### src/rtl/stopwatch_ctrl.sv
// Run control for the warm-up stopwatch: decodes button pulses, divides the system
// clock down to a one-per-second counter enable, and freezes a lap time on the display.
module stopwatch_ctrl #(
    parameter int DIV = 50_000_000
) (
    input  logic        clk,
    input  logic        rst,
    input  logic        btn_ss,
    input  logic        btn_lc,
    input  logic [7:0]  sec_bcd,
    input  logic [7:0]  min_bcd,
    input  logic        sec_co,
    output logic        sec_en,
    output logic        min_en,
    output logic        cnt_clr,
    output logic [15:0] disp,
    output logic        running,
    output logic        lap_hold
);
    localparam int PW = (DIV > 1) ? $clog2(DIV) : 1;
    localparam logic [PW-1:0] PMAX = PW'(DIV - 1);

    typedef enum logic [1:0] {
        IDLE  = 2'b00,
        RUN   = 2'b01,
        PAUSE = 2'b10,
        LAP   = 2'b11
    } state_t;

    state_t        state;
    logic [PW-1:0] presc;
    logic [15:0]   lap_reg;
    logic          active;

    assign active = (state == RUN) || (state == LAP);
    assign sec_en = active && (presc == PMAX);
    assign min_en = sec_en && sec_co;
    assign disp   = (state == LAP) ? lap_reg : {min_bcd, sec_bcd};

    always_ff @(posedge clk) begin
        if (!rst) begin
            state    <= IDLE;
            presc    <= '0;
            lap_reg  <= '0;
            cnt_clr  <= 1'b1;
            running  <= 1'b0;
            lap_hold <= 1'b0;
        end else begin
            cnt_clr <= 1'b0;
            // presc holds outside RUN/LAP so a resumed run finishes the interrupted second
            if (active)
                presc <= (presc == PMAX) ? '0 : presc + 1'b1;

            if (btn_ss) begin
                // start/stop wins over a coincident lap/clear, which is dropped
                case (state)
                    IDLE, PAUSE: begin
                        state    <= RUN;
                        running  <= 1'b1;
                        lap_hold <= 1'b0;
                    end
                    RUN, LAP: begin
                        state    <= PAUSE;
                        running  <= 1'b0;
                        lap_hold <= 1'b0;
                    end
                    default: ;
                endcase
            end else if (btn_lc) begin
                case (state)
                    IDLE, PAUSE: begin
                        state    <= IDLE;
                        running  <= 1'b0;
                        lap_hold <= 1'b0;
                        presc    <= '0;
                        cnt_clr  <= 1'b1;
                    end
                    RUN: begin
                        state    <= LAP;
                        lap_hold <= 1'b1;
                        lap_reg  <= {min_bcd, sec_bcd};
                    end
                    LAP: begin
                        state    <= RUN;
                        lap_hold <= 1'b0;
                    end
                    default: ;
                endcase
            end
        end
    end
endmodule

### config.mk
export PLATFORM = sky130hd
export DESIGN_NAME = stopwatch_ctrl
export DESIGN_NICKNAME = d
export VERILOG_FILES = /design/src/rtl/stopwatch_ctrl.sv
export SDC_FILE = /design/constraint.sdc
export NUM_CORES = 1
export LEC_CHECK = 0
export CAP_MARGIN = 20
export CORE_ASPECT_RATIO = 1.75
export CORE_MARGIN = 5
export CORE_UTILIZATION = 57
export DETAILED_ROUTE_END_ITERATION = 8
export MAX_ROUTING_LAYER = met4
export PLACE_DENSITY = 0.83
export SLEW_MARGIN = 5
export SYNTH_ARGS = -nofsm -noshare
export SYNTH_HDL_FRONTEND = slang
export SYNTH_SLANG_ARGS = --single-unit
### constraint.sdc
create_clock -name clk -period 3.4 [get_ports clk]
set_input_delay 0.68 -clock clk [delete_from_list [all_inputs] [get_ports clk]]
set_output_delay 0.68 -clock clk [all_outputs]
set_load 0.1 [all_outputs]
Yosys cells after proc, flatten, opt, wreduce, memory -nomap -nowiden --
Cells that the tools add are included.
Storage, ports and cells: RAM bits 0, register bits after elaboration 47, input bits 21, bits in read-only memories 0, memories kept 0, bits in latches 0
Cells by class: multiplexer cells 21, shift-type cells 0, reductions and logical operators 12, multipliers 0, order comparisons 0, div/mod/pow operators 0, add/sub/neg operators 1, bitwise logic cells 1, eq/ne operators 4
Operators by type and width (count):
- $mux W26 | 5
- $add A26 B1 Y26 const B | 1
- $eq A26 B26 Y1 const B | 1
- $mux W16 | 1
- $mux W1 | 9
- $pmux W2 S3 | 1
- $eq A2 B2 Y1 const B | 2
- $mux W2 | 2
- $pmux W1 S2 | 2
- $pmux W2 S2 | 1
- $reduce_bool A2 Y1 | 2
- $reduce_or A2 Y1 | 2
- $reduce_or A4 Y1 | 1
- $reduce_and A3 Y1 | 1
- $reduce_or A3 Y1 | 1
- $eq A2 B1 Y1 const B | 1
- $logic_and A1 B1 Y1 | 2
- $logic_not A2 Y1 | 1
- $reduce_and A2 Y1 | 1
- $logic_or A1 B1 Y1 | 1
- $not A1 Y1 | 1

Longest topological paths before layout --
depth after elaboration 6, depth in mapped cells 6, gate-level depth less buffers 5

Worst setup path before layout --
Ideal clock, no wire load.
path type register to output, from reg presc[0], to out min_en, stages on the path, launching flop included 6, path slack -1.443 ns, arrival time 4.163 ns, path buffers 0, cells stage by stage dfxtp_1 ha_1 nand2_1 or3_1 nor3_1 and2_1
On the way: word-level cells in the longest chain between the ends 3
Ends and longest elaborated chain:
- from (decl) | RTL line 31 | logic [PW-1:0] presc;
- from (signal assigned) | RTL line 52 | presc <= (presc == PMAX) ? '0 : presc + 1'b1;
- $eq A26 B26 Y1 | RTL line 36 | assign sec_en = active && (presc == PMAX);
- $logic_and A1 B1 Y1 | RTL line 36
- net sec_en | RTL line 13 | output logic sec_en,
- $logic_and A1 B1 Y1 | RTL line 37 | assign min_en = sec_en && sec_co;
- to (decl) | RTL line 14 | output logic min_en,
The timed path passes the listed nets, and every way through them passes these cells.

Final worst setup path --
from reg state[0], to out disp[0]
On the way: word-level cells in the longest chain between the ends 2
Ends and longest elaborated chain:
- from (decl) | RTL line 30 | state_t state;
- from (signal assigned) | RTL line 42 | state <= IDLE;
- from (signal assigned) | RTL line 58 | state <= RUN;
- from (signal assigned) | RTL line 63 | state <= PAUSE;
- $eq A2 B2 Y1 | RTL line 38 | assign disp = (state == LAP) ? lap_reg : {min_bcd, sec_bcd};
- $mux W16 | RTL line 38
- to (decl) | RTL line 16 | output logic [15:0] disp,
Every way passes these cells.

==> reports/qor.csv <==
stage;metric;value;unit
grt;antenna violations before repair;0;
clocking;Root Buffer;clkbuf_8;
sta;skew final;5.55;ps
drt;vias per std cell;5.83;
floorplan;Cell Rows;31;
synthesis;register area share after synthesis;0.384;
clocking;Clock transition at path regs;90;ps
floorplan;die area;5760;µm²
drt;# DRC;0;
floorplan;die span in x;59.6;µm
sta;setup TNS;0;ps
final_layout;max reg flops;26;
placed_design;Post-DP Area;2820;µm²
floorplan;Top-Level Pins;42;
min_path;Worst Hold Depth;2;
sta;Final WS setup;553;ps
final_layout;Area growth syn-to-layout;18.4;%
final_layout;number of nets in the layout;345;
min_path;hold path start;lap_reg[0]$_SDFFE_PN0P_;
critical_path;arrival time worst endpoint;2170;ps
grt;largest net degree at the start of global routing;27;
clocking;worst skew pair latency;310;ps
grt;gr usage total;0.204;
final_layout;Final Instance Area;2900;µm²
drt;drt first pass iters;4;
flow_run;max_cap viols;0;
synthesis;top-area cell type share of the netlist area;0.384;
placed_design;DP HPWL;3.94;mm
synthesis;Synth top cells by count;dfxtp_1 (47), nand2_1 (47), a21boi_0 (19);
power_and_ir_drop;cell area power density;387;nW/µm²
synthesis;syn avg cell area;8.48;µm²
clocking;Num CTS Buffers;5;
critical_path;Crit Path Category;reg -> out;
clocking;# clock sinks;47;
sta;RSZ-0062 raised after global routing;no;
sta;Final min period;2850;ps
critical_path;worst-path maximum fanout;16;
synthesis;Post-synth EDFFs;0;
sta;Slew HR;0.355;
floorplan;Die Y-Extent;96.7;µm
synthesis;synthesized instance count;289;
clocking;# resized after CTS;0;
floorplan;Starting Density;0.590;
power_and_ir_drop;Pleak;0.985;nW
synthesis;cell taking the most area after synthesis;dfxtp_1;
clocking;Max Root-Sink Buffers;2;
clocking;H-tree depth;2;
critical_path;Worst R2R End;presc[12]$_SDFF_PN0_;
sta;final period utilization;0.837;
drt;average wire per standard cell;14.2;µm
placed_design;Port Buffers;41;
floorplan;Core Area;4150;µm²
sta;count of endpoints failing setup in the final report;0;
sta;Final Hold Viols;0;
grt;vias in the first global route;2155;
synthesis;register bit count reported by yosys;47;
sta;Hold Slack;468;ps
run_status;status;complete, no violations;
synthesis;post-synthesis cell type count;43;
critical_path;reg2reg path depth;4;
synthesis;Post-Syn Nets;314;
placed_design;worst slack at placement;903;ps
power_and_ir_drop;peak supply drop;338;µV
clocking;Hold Buf Count CTS;0;
synthesis;asr flop ratio synth;0;
min_path;Worst Hold Class;reg -> reg;
clocking;CTS tree;done;
synthesis;Post-synth top flop;dfxtp_1;
final_layout;share of post-route cells with drive strength above 1;0.162;
grt;first-pass GRT wire length;9.22;mm
synthesis;Post-Syn Area;2450;µm²
synthesis;warnings from Yosys;0;
clocking;Setup Buffers After CTS;0;
drt;Routed Wire Length;5.27;mm
min_path;Worst Hold End;lap_reg[0]$_SDFFE_PN0P_;
critical_path;Critical R2R Launch;state[0]$_SDFFE_PN0P_;
synthesis;top post-synthesis cells by area;dfxtp_1 (38%), mux2_2 (7.4%), nand2_1 (7.2%), a21boi_0 (5.8%), nand4_1 (3.3%);
sta;Slew @ Worst Pin;965;ps
grt;total grt overflow;0;
power_and_ir_drop;Overall Power;1.12;mW
drt;Final ANT Viol Nets;0;
critical_path;R2R Setup Slk;1190;ps
critical_path;WP data required;2720;ps
drt;vias post-DR;2158;
final_layout;Antenna Cells;0;
sta;Slew Viols, Final;0;
placed_design;GPL Wtd Cong;0.799;
drt;Initial DRC Count;58;
sta;fmax;351;MHz
critical_path;Worst setup SP type;register;
critical_path;crit path capture type;output port;
-- placed cells by master, fill, tap and decap left out, types with 4 or more instances in the layout --
master	netlist	final
a21boi_0	19	19
a21oi_1	9	9
and4_1	6	6
buf_4	1	20
clkbuf_8	0	5
clkdlybuf4s50_1	0	23
dfxtp_1	47	47
ha_1	4	4
inv_1	5	5
mux2_2	16	16
nand2_1	47	47
nand3_1	11	11
nand4_1	13	13
nor2_1	18	18
nor3_1	6	5
nor4_1	5	5
o21ai_0	13	13
o31ai_1	4	4
or3_1	7	7
or4_1	4	4
xnor2_1	8	8
-- metal layers --
metal,vias to the layer above,part of all wire,global-route usage
li1,1090,-,-
met1,1013,0.38,0.211
met3,8,0.043,0.0439
met5,-,0,-
met2,47,0.56,0.351
met4,0,0.017,0.0990
-- per-stage QoR --
stage / util / instances
finish: 0.699 / 370
global route: 0.699 / 370
CTS: 0.699 / 370
detailed placement: 0.678 / 362
global placement: 0.678 / 362
floorplan: - / 289
-- power breakdown --
group          internal, mW  switching [mW]  total (mW)  leakage [nW]
clock network         0.144           0.187       0.331        0.0412
logic                0.0651           0.152       0.217         0.564
registers             0.561          0.0128       0.574         0.380
total                 0.770           0.352        1.12         0.985
-- how the worst max path moves through the flow --
stage,slack (ps),depth (start not counted),end,from
final,550,3,disp[0],state[0]$_SDFFE_PN0P_
after global routing,380,3,disp[14],state[0]$_SDFFE_PN0P_
after CTS,560,6,min_en,presc[0]$_SDFF_PN0_
after detailed placement,900,6,min_en,presc[0]$_SDFF_PN0_
after global placement,930,6,min_en,presc[0]$_SDFF_PN0_
after floorplan,180,5,min_en,presc[0]$_SDFF_PN0_
-- worst max-delay path, stage by stage, from the launching register on --
cell     delay, ps
dfxtp_1        650
nand2_1        530
mux2_2         440
buf_4          230
-- cell type report --
class | instances | area, µm²
repair buffers | 43 | 380
fillers | 352 | 1250
inverters | 6 | 22.5
well taps | 49 | 61.3
clock buffers | 6 | 72.6
clock inverters | 2 | 12.5
multi-input cells | 217 | 1410
flip-flops and latches | 47 | 941
-- kinds of logic after synthesis --
group | synth area share
XOR/XNOR | 0.0393
AO/OA/AOI/OAI | 0.147
flip-flops | 0.384
buffers and inverters | 0.0455
adder cells (fa/ha/maj) | 0.0204
multiplexers | 0.0735
AND/OR/NAND/NOR | 0.290
(Power assumes the default switching activity.)
